## src/rtl/io_panel_pkg.sv

```systemverilog
// Shared definitions for the front-panel controller: segment encoding and
// bit positions of the active-low seg bus.
package io_panel_pkg;

    localparam int SEG_CATH_W = 8;
    localparam int SEG_DP_BIT = 7;
    localparam logic [7:0] SEG_BLANK = 8'hFF;

    // Active-low cathode pattern, bits [6:0] = g..a.
    function automatic logic [6:0] hex_to_seg(input logic [3:0] hex);
        logic [6:0] pat;
        case (hex)
            4'h0: pat = 7'h40;
            4'h1: pat = 7'h79;
            4'h2: pat = 7'h24;
            4'h3: pat = 7'h30;
            4'h4: pat = 7'h19;
            4'h5: pat = 7'h12;
            4'h6: pat = 7'h02;
            4'h7: pat = 7'h78;
            4'h8: pat = 7'h00;
            4'h9: pat = 7'h10;
            4'hA: pat = 7'h08;
            4'hB: pat = 7'h03;
            4'hC: pat = 7'h46;
            4'hD: pat = 7'h21;
            4'hE: pat = 7'h06;
            default: pat = 7'h0E;
        endcase
        return pat;
    endfunction

    function automatic logic [7:0] digit_cathodes(input logic [3:0] hex,
                                                   input logic       dp_on,
                                                   input logic       dark);
        return dark ? SEG_BLANK : {~dp_on, hex_to_seg(hex)};
    endfunction

endpackage

```

## src/rtl/io_panel_btn_debounce.sv

```systemverilog
// One push button: 2-FF synchroniser, stability-count debounce, press edge
// pulse and optional auto-repeat while held.
module btn_debounce #(
    parameter int DB_CYCLES  = 256,
    parameter int REPEAT_DLY = 0,
    parameter int REPEAT_PER = 4096
) (
    input  logic clk,
    input  logic rst_n,
    input  logic btn,
    output logic level,
    output logic press
);

    localparam int DB_W    = (DB_CYCLES > 1) ? $clog2(DB_CYCLES) : 1;
    localparam int RPT_MAX = (REPEAT_DLY > REPEAT_PER) ? REPEAT_DLY : REPEAT_PER;
    localparam int RPT_W   = (RPT_MAX > 1) ? $clog2(RPT_MAX) : 1;
    localparam logic [DB_W-1:0]  DB_LAST  = DB_W'(DB_CYCLES - 1);
    localparam logic [RPT_W-1:0] DLY_LAST = RPT_W'((REPEAT_DLY > 0) ? REPEAT_DLY - 1 : 0);
    localparam logic [RPT_W-1:0] PER_LAST = RPT_W'(REPEAT_PER - 1);
    localparam logic             RPT_EN   = (REPEAT_DLY > 0) ? 1'b1 : 1'b0;

    logic             sync_p0;
    logic             sync_p1;
    logic [DB_W-1:0]  db_cnt;
    logic             level_q;
    logic [RPT_W-1:0] rpt_cnt;
    logic             rpt_on;
    logic             rpt_first;
    logic             flip;
    logic             level_nxt;

    assign flip      = (sync_p1 != level) && (db_cnt == DB_LAST);
    assign level_nxt = level ^ flip;

    always_ff @(posedge clk or negedge rst_n) begin
        if (!rst_n) begin
            sync_p0   <= 1'b0;
            sync_p1   <= 1'b0;
            db_cnt    <= '0;
            level     <= 1'b0;
            level_q   <= 1'b0;
            press     <= 1'b0;
            rpt_cnt   <= '0;
            rpt_on    <= 1'b0;
            rpt_first <= 1'b0;
        end else begin
            // synchroniser stage
            sync_p0 <= btn;
            sync_p1 <= sync_p0;

            // stability counter stage
            if ((sync_p1 == level) || flip) begin
                db_cnt <= '0;
            end else begin
                db_cnt <= db_cnt + DB_W'(1);
            end
            level   <= level_nxt;
            level_q <= level;

            // Looking at level_nxt kills any repeat pulse in the release cycle.
            press <= 1'b0;
            if (!level_nxt) begin
                rpt_on  <= 1'b0;
                rpt_cnt <= '0;
            end else if (level && !level_q) begin
                press     <= 1'b1;
                rpt_on    <= RPT_EN;
                rpt_first <= 1'b1;
                rpt_cnt   <= '0;
            end else if (rpt_on) begin
                if (rpt_cnt == (rpt_first ? DLY_LAST : PER_LAST)) begin
                    press     <= 1'b1;
                    rpt_first <= 1'b0;
                    rpt_cnt   <= '0;
                end else begin
                    rpt_cnt <= rpt_cnt + RPT_W'(1);
                end
            end
        end
    end

endmodule

```

## src/rtl/io_panel.sv

```systemverilog
// Front-panel controller: per-button debounce/edge/repeat and a multiplexed
// active-low 7-segment scanner with a dark guard cycle at each slot start.
module io_panel
    import io_panel_pkg::*;
#(
    parameter int DIGITS     = 4,
    parameter int BTNS       = 5,
    parameter int SCAN_DIV   = 1024,
    parameter int DB_CYCLES  = 256,
    parameter int REPEAT_DLY = 0,
    parameter int REPEAT_PER = 4096
) (
    input  logic                  clk,
    input  logic                  rst_n,
    input  logic [BTNS-1:0]       btn,
    input  logic [4*DIGITS-1:0]   val,
    input  logic [DIGITS-1:0]     dp,
    input  logic [DIGITS-1:0]     blank,
    output logic [7+DIGITS:0]     seg,
    output logic [BTNS-1:0]       btn_level,
    output logic [BTNS-1:0]       btn_press
);

    localparam int IDX_W  = (DIGITS > 1) ? $clog2(DIGITS) : 1;
    localparam int SLOT_W = $clog2(SCAN_DIV);
    localparam logic [IDX_W-1:0]  IDX_LAST  = IDX_W'(DIGITS - 1);
    localparam logic [SLOT_W-1:0] SLOT_LAST = SLOT_W'(SCAN_DIV - 1);

    for (genvar i = 0; i < BTNS; i++) begin : g_btn
        btn_debounce #(
            .DB_CYCLES (DB_CYCLES),
            .REPEAT_DLY(REPEAT_DLY),
            .REPEAT_PER(REPEAT_PER)
        ) u_db (
            .clk  (clk),
            .rst_n(rst_n),
            .btn  (btn[i]),
            .level(btn_level[i]),
            .press(btn_press[i])
        );
    end

    logic [IDX_W-1:0]      idx;
    logic [IDX_W-1:0]      idx_nxt;
    logic [SLOT_W-1:0]     slot;
    logic [SEG_CATH_W-1:0] cath_cur;
    logic [SEG_CATH_W-1:0] cath_nxt;
    logic [DIGITS-1:0]     an_cur;

    assign idx_nxt = (idx == IDX_LAST) ? '0 : idx + IDX_W'(1);

    always_comb begin
        cath_cur = SEG_BLANK;
        cath_nxt = SEG_BLANK;
        an_cur   = '1;
        for (int k = 0; k < DIGITS; k++) begin
            if (IDX_W'(k) == idx) begin
                cath_cur  = digit_cathodes(val[4*k +: 4], dp[k], blank[k]);
                an_cur[k] = 1'b0;
            end
            if (IDX_W'(k) == idx_nxt) begin
                cath_nxt = digit_cathodes(val[4*k +: 4], dp[k], blank[k]);
            end
        end
    end

    // Guard cycle previews the next digit with anodes off; the edge leaving
    // the guard cycle resamples the inputs and lights the anode, then seg
    // holds for the rest of the slot so mid-slot input changes are ignored.
    always_ff @(posedge clk or negedge rst_n) begin
        if (!rst_n) begin
            seg  <= '1;
            idx  <= '0;
            slot <= '0;
        end else if (slot == SLOT_LAST) begin
            slot <= '0;
            idx  <= idx_nxt;
            seg  <= {{DIGITS{1'b1}}, cath_nxt};
        end else begin
            slot <= slot + SLOT_W'(1);
            if (slot == '0) begin
                seg <= {an_cur, cath_cur};
            end
        end
    end

endmodule

```

## config.mk

```make
export PLATFORM = sky130hd
export DESIGN_NAME = io_panel
export DESIGN_NICKNAME = d
export VERILOG_FILES = /design/src/rtl/io_panel_pkg.sv /design/src/rtl/io_panel_btn_debounce.sv /design/src/rtl/io_panel.sv
export SDC_FILE = /design/constraint.sdc
export NUM_CORES = 1
export LEC_CHECK = 0
export ABC_CLOCK_PERIOD_IN_PS = 2500
export CORE_ASPECT_RATIO = 0.6
export CORE_MARGIN = 5
export CORE_UTILIZATION = 37
export CTS_CLUSTER_SIZE = 40
export DETAILED_ROUTE_END_ITERATION = 10
export PLACE_DENSITY = 0.67
export REMOVE_ABC_BUFFERS = 1
export SYNTH_ARGS = -nofsm -noshare
export SYNTH_HDL_FRONTEND = slang
export SYNTH_HIERARCHICAL = 1
export SYNTH_SLANG_ARGS = --single-unit
```

## constraint.sdc

```tcl
create_clock -name clk -period 2.5 [get_ports clk]
set_input_delay 0.375 -clock clk [delete_from_list [all_inputs] [get_ports clk]]
set_output_delay 0.375 -clock clk [all_outputs]
set_load 0.02 [all_outputs]
```

==> metrics <==
setup fix buffers added after clock tree synthesis 0; r2r endpoint seg[7]; DR vias 4415; top cells by instance count after synthesis sky130_fd_sc_hd__dfrtp_1 (77), sky130_fd_sc_hd__nor2_1 (57), sky130_fd_sc_hd__nand2_1 (41); crit path from val[4]; routed vias/inst 5.29; most common cell in the netlist sky130_fd_sc_hd__dfrtp_1; Port Buf Inserts 52; HPWL reported at the end of detailed placement 9820 um; portion of synthesized cell area occupied by the leading cell type 0.358; area inside the core boundary 0.0144 mm2; total wire length after detailed routing 12900 um; Clock Sinks 89; Worst Path Arrival 2.58 ns; GRT Overall Usage 0.154; IR Drop Worst-Case VDD 0.348 mV; total global routing overflow 0; count of boundary I/O pins 53; Yosys reg bits 89; synthesized area 0.00538 mm2; count of flip-flops with a built-in enable after synthesis 0; Final Cycle Share 0.933; Primary FF master, synth sky130_fd_sc_hd__dfrtp_1; global placement routability congestion 0.888; measured slew at the worst slew-check pin 0.654 ns; number of levels in the clock H-tree 3; Routed WL per cell 15.5 um; root buffer cell sky130_fd_sc_hd__clkbuf_16; post-CTS sizing 0; crit-path max cell delay 0.60 ns; number of routed nets with antenna violations 0; maxcap violations 0; Worst Clk Skew 0.00298 ns; Register-to-Register Path Depth 8; share of synthesized flip-flops with an asynchronous set or reset 1.00; number of DRC markers in iteration 0 427; maximum fanout count along the critical path 6; number of nets in the final layout 703; type of the tightest min-delay check primary input to async pin; unrepaired setup endpoints after global routing false; number of distinct standard cells referenced by the synthesized netlist 59; critical path, cell by cell clkdlybuf4s50_1 -> inv_1 -> ha_1 -> nor3b_1 -> a311oi_1 -> a221oi_1 -> o311ai_0 -> o21ai_0; CP Data Required Time 2.75 ns; Finish-stage setup viols 0; category of the worst setup path launch point primary input; endpoint type of the worst setup path flip-flop; via count of the first global-routing pass 4269; layout cell share with drive strength beyond 1 0.118; min cycle time layout 2.33 ns; clock tree from TritonCTS yes; synthesis-to-finish area growth 21.6%; result of the run complete, no violations; fillers 1362; register area 0.00224 mm2; Bufs and invs on worst path 2; top achievable clock speed 0.429 GHz; number of buffers between clock root and the deepest sink 2; static leakage 2.81 nW; cell types occupying the most area after synthesis sky130_fd_sc_hd__dfrtp_1 (36%), sky130_fd_sc_hd__ha_1 (9.3%), sky130_fd_sc_hd__dfstp_2 (5.9%); Ys Warns 6; Core Rows 34; Worst-Skew Late Latency 0.34 ns; Seq/Total Area, Yosys 0.417; hold bufs inserted after CTS 0; maximum number of pins on one net before global-route repair 51; largest delay contributor family on the critical path compound AO/OA/AOI/OAI gates; number of iterations in the first detailed-routing pass 5; Hold Slack 0.0575 ns; cell with the largest stage delay on the worst path sky130_fd_sc_hd__clkdlybuf4s50_1; DRC violation count after routing 0; first-pass GRT wire length 21500 um; cell type with the highest aggregate area in the netlist sky130_fd_sc_hd__dfrtp_1; total power divided by cell area 516 mW/mm2; Initial Utilization 0.374; setup slack of the worst register-to-register path 0.29 ns; clock slew at the register clock pins of the worst setup and hold paths 0.06 ns; die area 0.0171 mm2; CTS buffer count 9; Post-Synthesis Cells 565; Fin Setup TNS 0 ns; Die Y 103 um; syn_area_per_cell 9.52 um2; Die X-Extent 166 um; launching point of the worst reg2reg path idx[1]; CP Class primary input to flip-flop; Inserted Diodes 0; final number of max-transition violations 0; area taken by multi-input logic gates 0.00292 mm2; worst relative slew slack 0.564; final number of hold-violating endpoints 0; initial antenna violation count 0
-- cell type report --
type / count / share of cell area
well taps: 198 / 0.0379
multi-input cells: 427 / 0.447
inverters: 32 / 0.0184
repair buffers: 73 / 0.105
flip-flops and latches: 89 / 0.343
clock inverters: 4 / 0.0117
clock buffers: 11 / 0.0371
-- cell usage in the layout (no fill, tap or decap), types with 7 or more instances in the layout --
cell type	Yosys	routed
sky130_fd_sc_hd__dfstp_2	12	12
sky130_fd_sc_hd__ha_1	40	40
sky130_fd_sc_hd__o21ai_0	30	30
sky130_fd_sc_hd__o211ai_1	7	7
sky130_fd_sc_hd__clkdlybuf4s50_1	0	51
sky130_fd_sc_hd__nor3_1	18	18
sky130_fd_sc_hd__or3_1	14	14
sky130_fd_sc_hd__buf_4	4	21
sky130_fd_sc_hd__inv_1	32	32
sky130_fd_sc_hd__xor2_1	14	14
sky130_fd_sc_hd__nor3b_1	10	10
sky130_fd_sc_hd__nand3_1	32	32
sky130_fd_sc_hd__nand2_1	41	41
sky130_fd_sc_hd__a221oi_1	7	7
sky130_fd_sc_hd__dfrtp_1	77	77
sky130_fd_sc_hd__nor2_1	57	57
sky130_fd_sc_hd__a21oi_1	29	29
sky130_fd_sc_hd__mux2i_1	10	10
sky130_fd_sc_hd__xnor2_1	14	14
sky130_fd_sc_hd__a31oi_1	11	11
sky130_fd_sc_hd__nor2b_1	12	12
sky130_fd_sc_hd__clkbuf_16	0	9
-- cells by family after synthesis --
logic type                 share of synthesized area
AOI/OAI and AO/OA                              0.158
xor gates and xnor gates                      0.0456
adders and majority gates                     0.0931
buffers and inverters                         0.0398
DFF                                            0.417
muxes                                         0.0479
and+or+nand+nor                                0.199
-- how the worst max path moves through the flow --
stage	cells past startpoint	slack [ns]	end
global route	8	0.04	seg[2]
finish	8	0.17	seg[2]
global placement	8	-0.02	seg[2]
CTS	8	0.21	seg[2]
floorplan	7	0.59	seg[4]
detailed placement	8	-0.15	seg[2]
-- where the power goes --
part	leakage, nW	internal, mW	switching (mW)
sequential	1.15	1.49	0.0316
clock	0.152	0.901	0.545
combinational	1.51	0.183	0.227
total	2.81	2.57	0.804
-- per-layer routing --
| layer | routed length, um | up-vias | GRT usage | share of wire |
|---|---|---|---|---|
| li1 | - | 2153 | - | - |
| met4 | 146 | 0 | 0.0393 | 0.011 |
| met2 | 5400 | 119 | 0.236 | 0.42 |
| met1 | 6500 | 2127 | 0.217 | 0.50 |
| met5 | 0 | - | 0 | 0 |
| met3 | 850 | 16 | 0.0444 | 0.066 |
-- state kept, by name (all words and copies together), names as in the netlist --
register / cells
g_btn.u_db/db_cnt: 40
seg: 12
g_btn.u_db/level: 5
g_btn.u_db/level_q: 5
g_btn.u_db/sync_p1: 5
slot: 10
g_btn.u_db/sync_p0: 5
idx: 2
g_btn.u_db/press: 5
-- per-stage QoR --
stage / util / cell area [um2] / power, mW / worst slack [ns] / std cells
6_report: 0.455 / 6540 / 3.37 / 0.168 / 834
5_1_grt: 0.455 / 6540 / 3.52 / 0.0394 / 834
4_1_cts: 0.455 / 6540 / 3.41 / 0.206 / 834
3_5_place_dp: 0.433 / 6220 / 1.95 / -0.154 / 819
3_3_place_gp: 0.433 / 6220 / 1.93 / -0.0200 / 819
2_1_floorplan: - / 5280 / 1.74 / 0.594 / 548
Note: power is estimated with default switching activity, not from simulation.
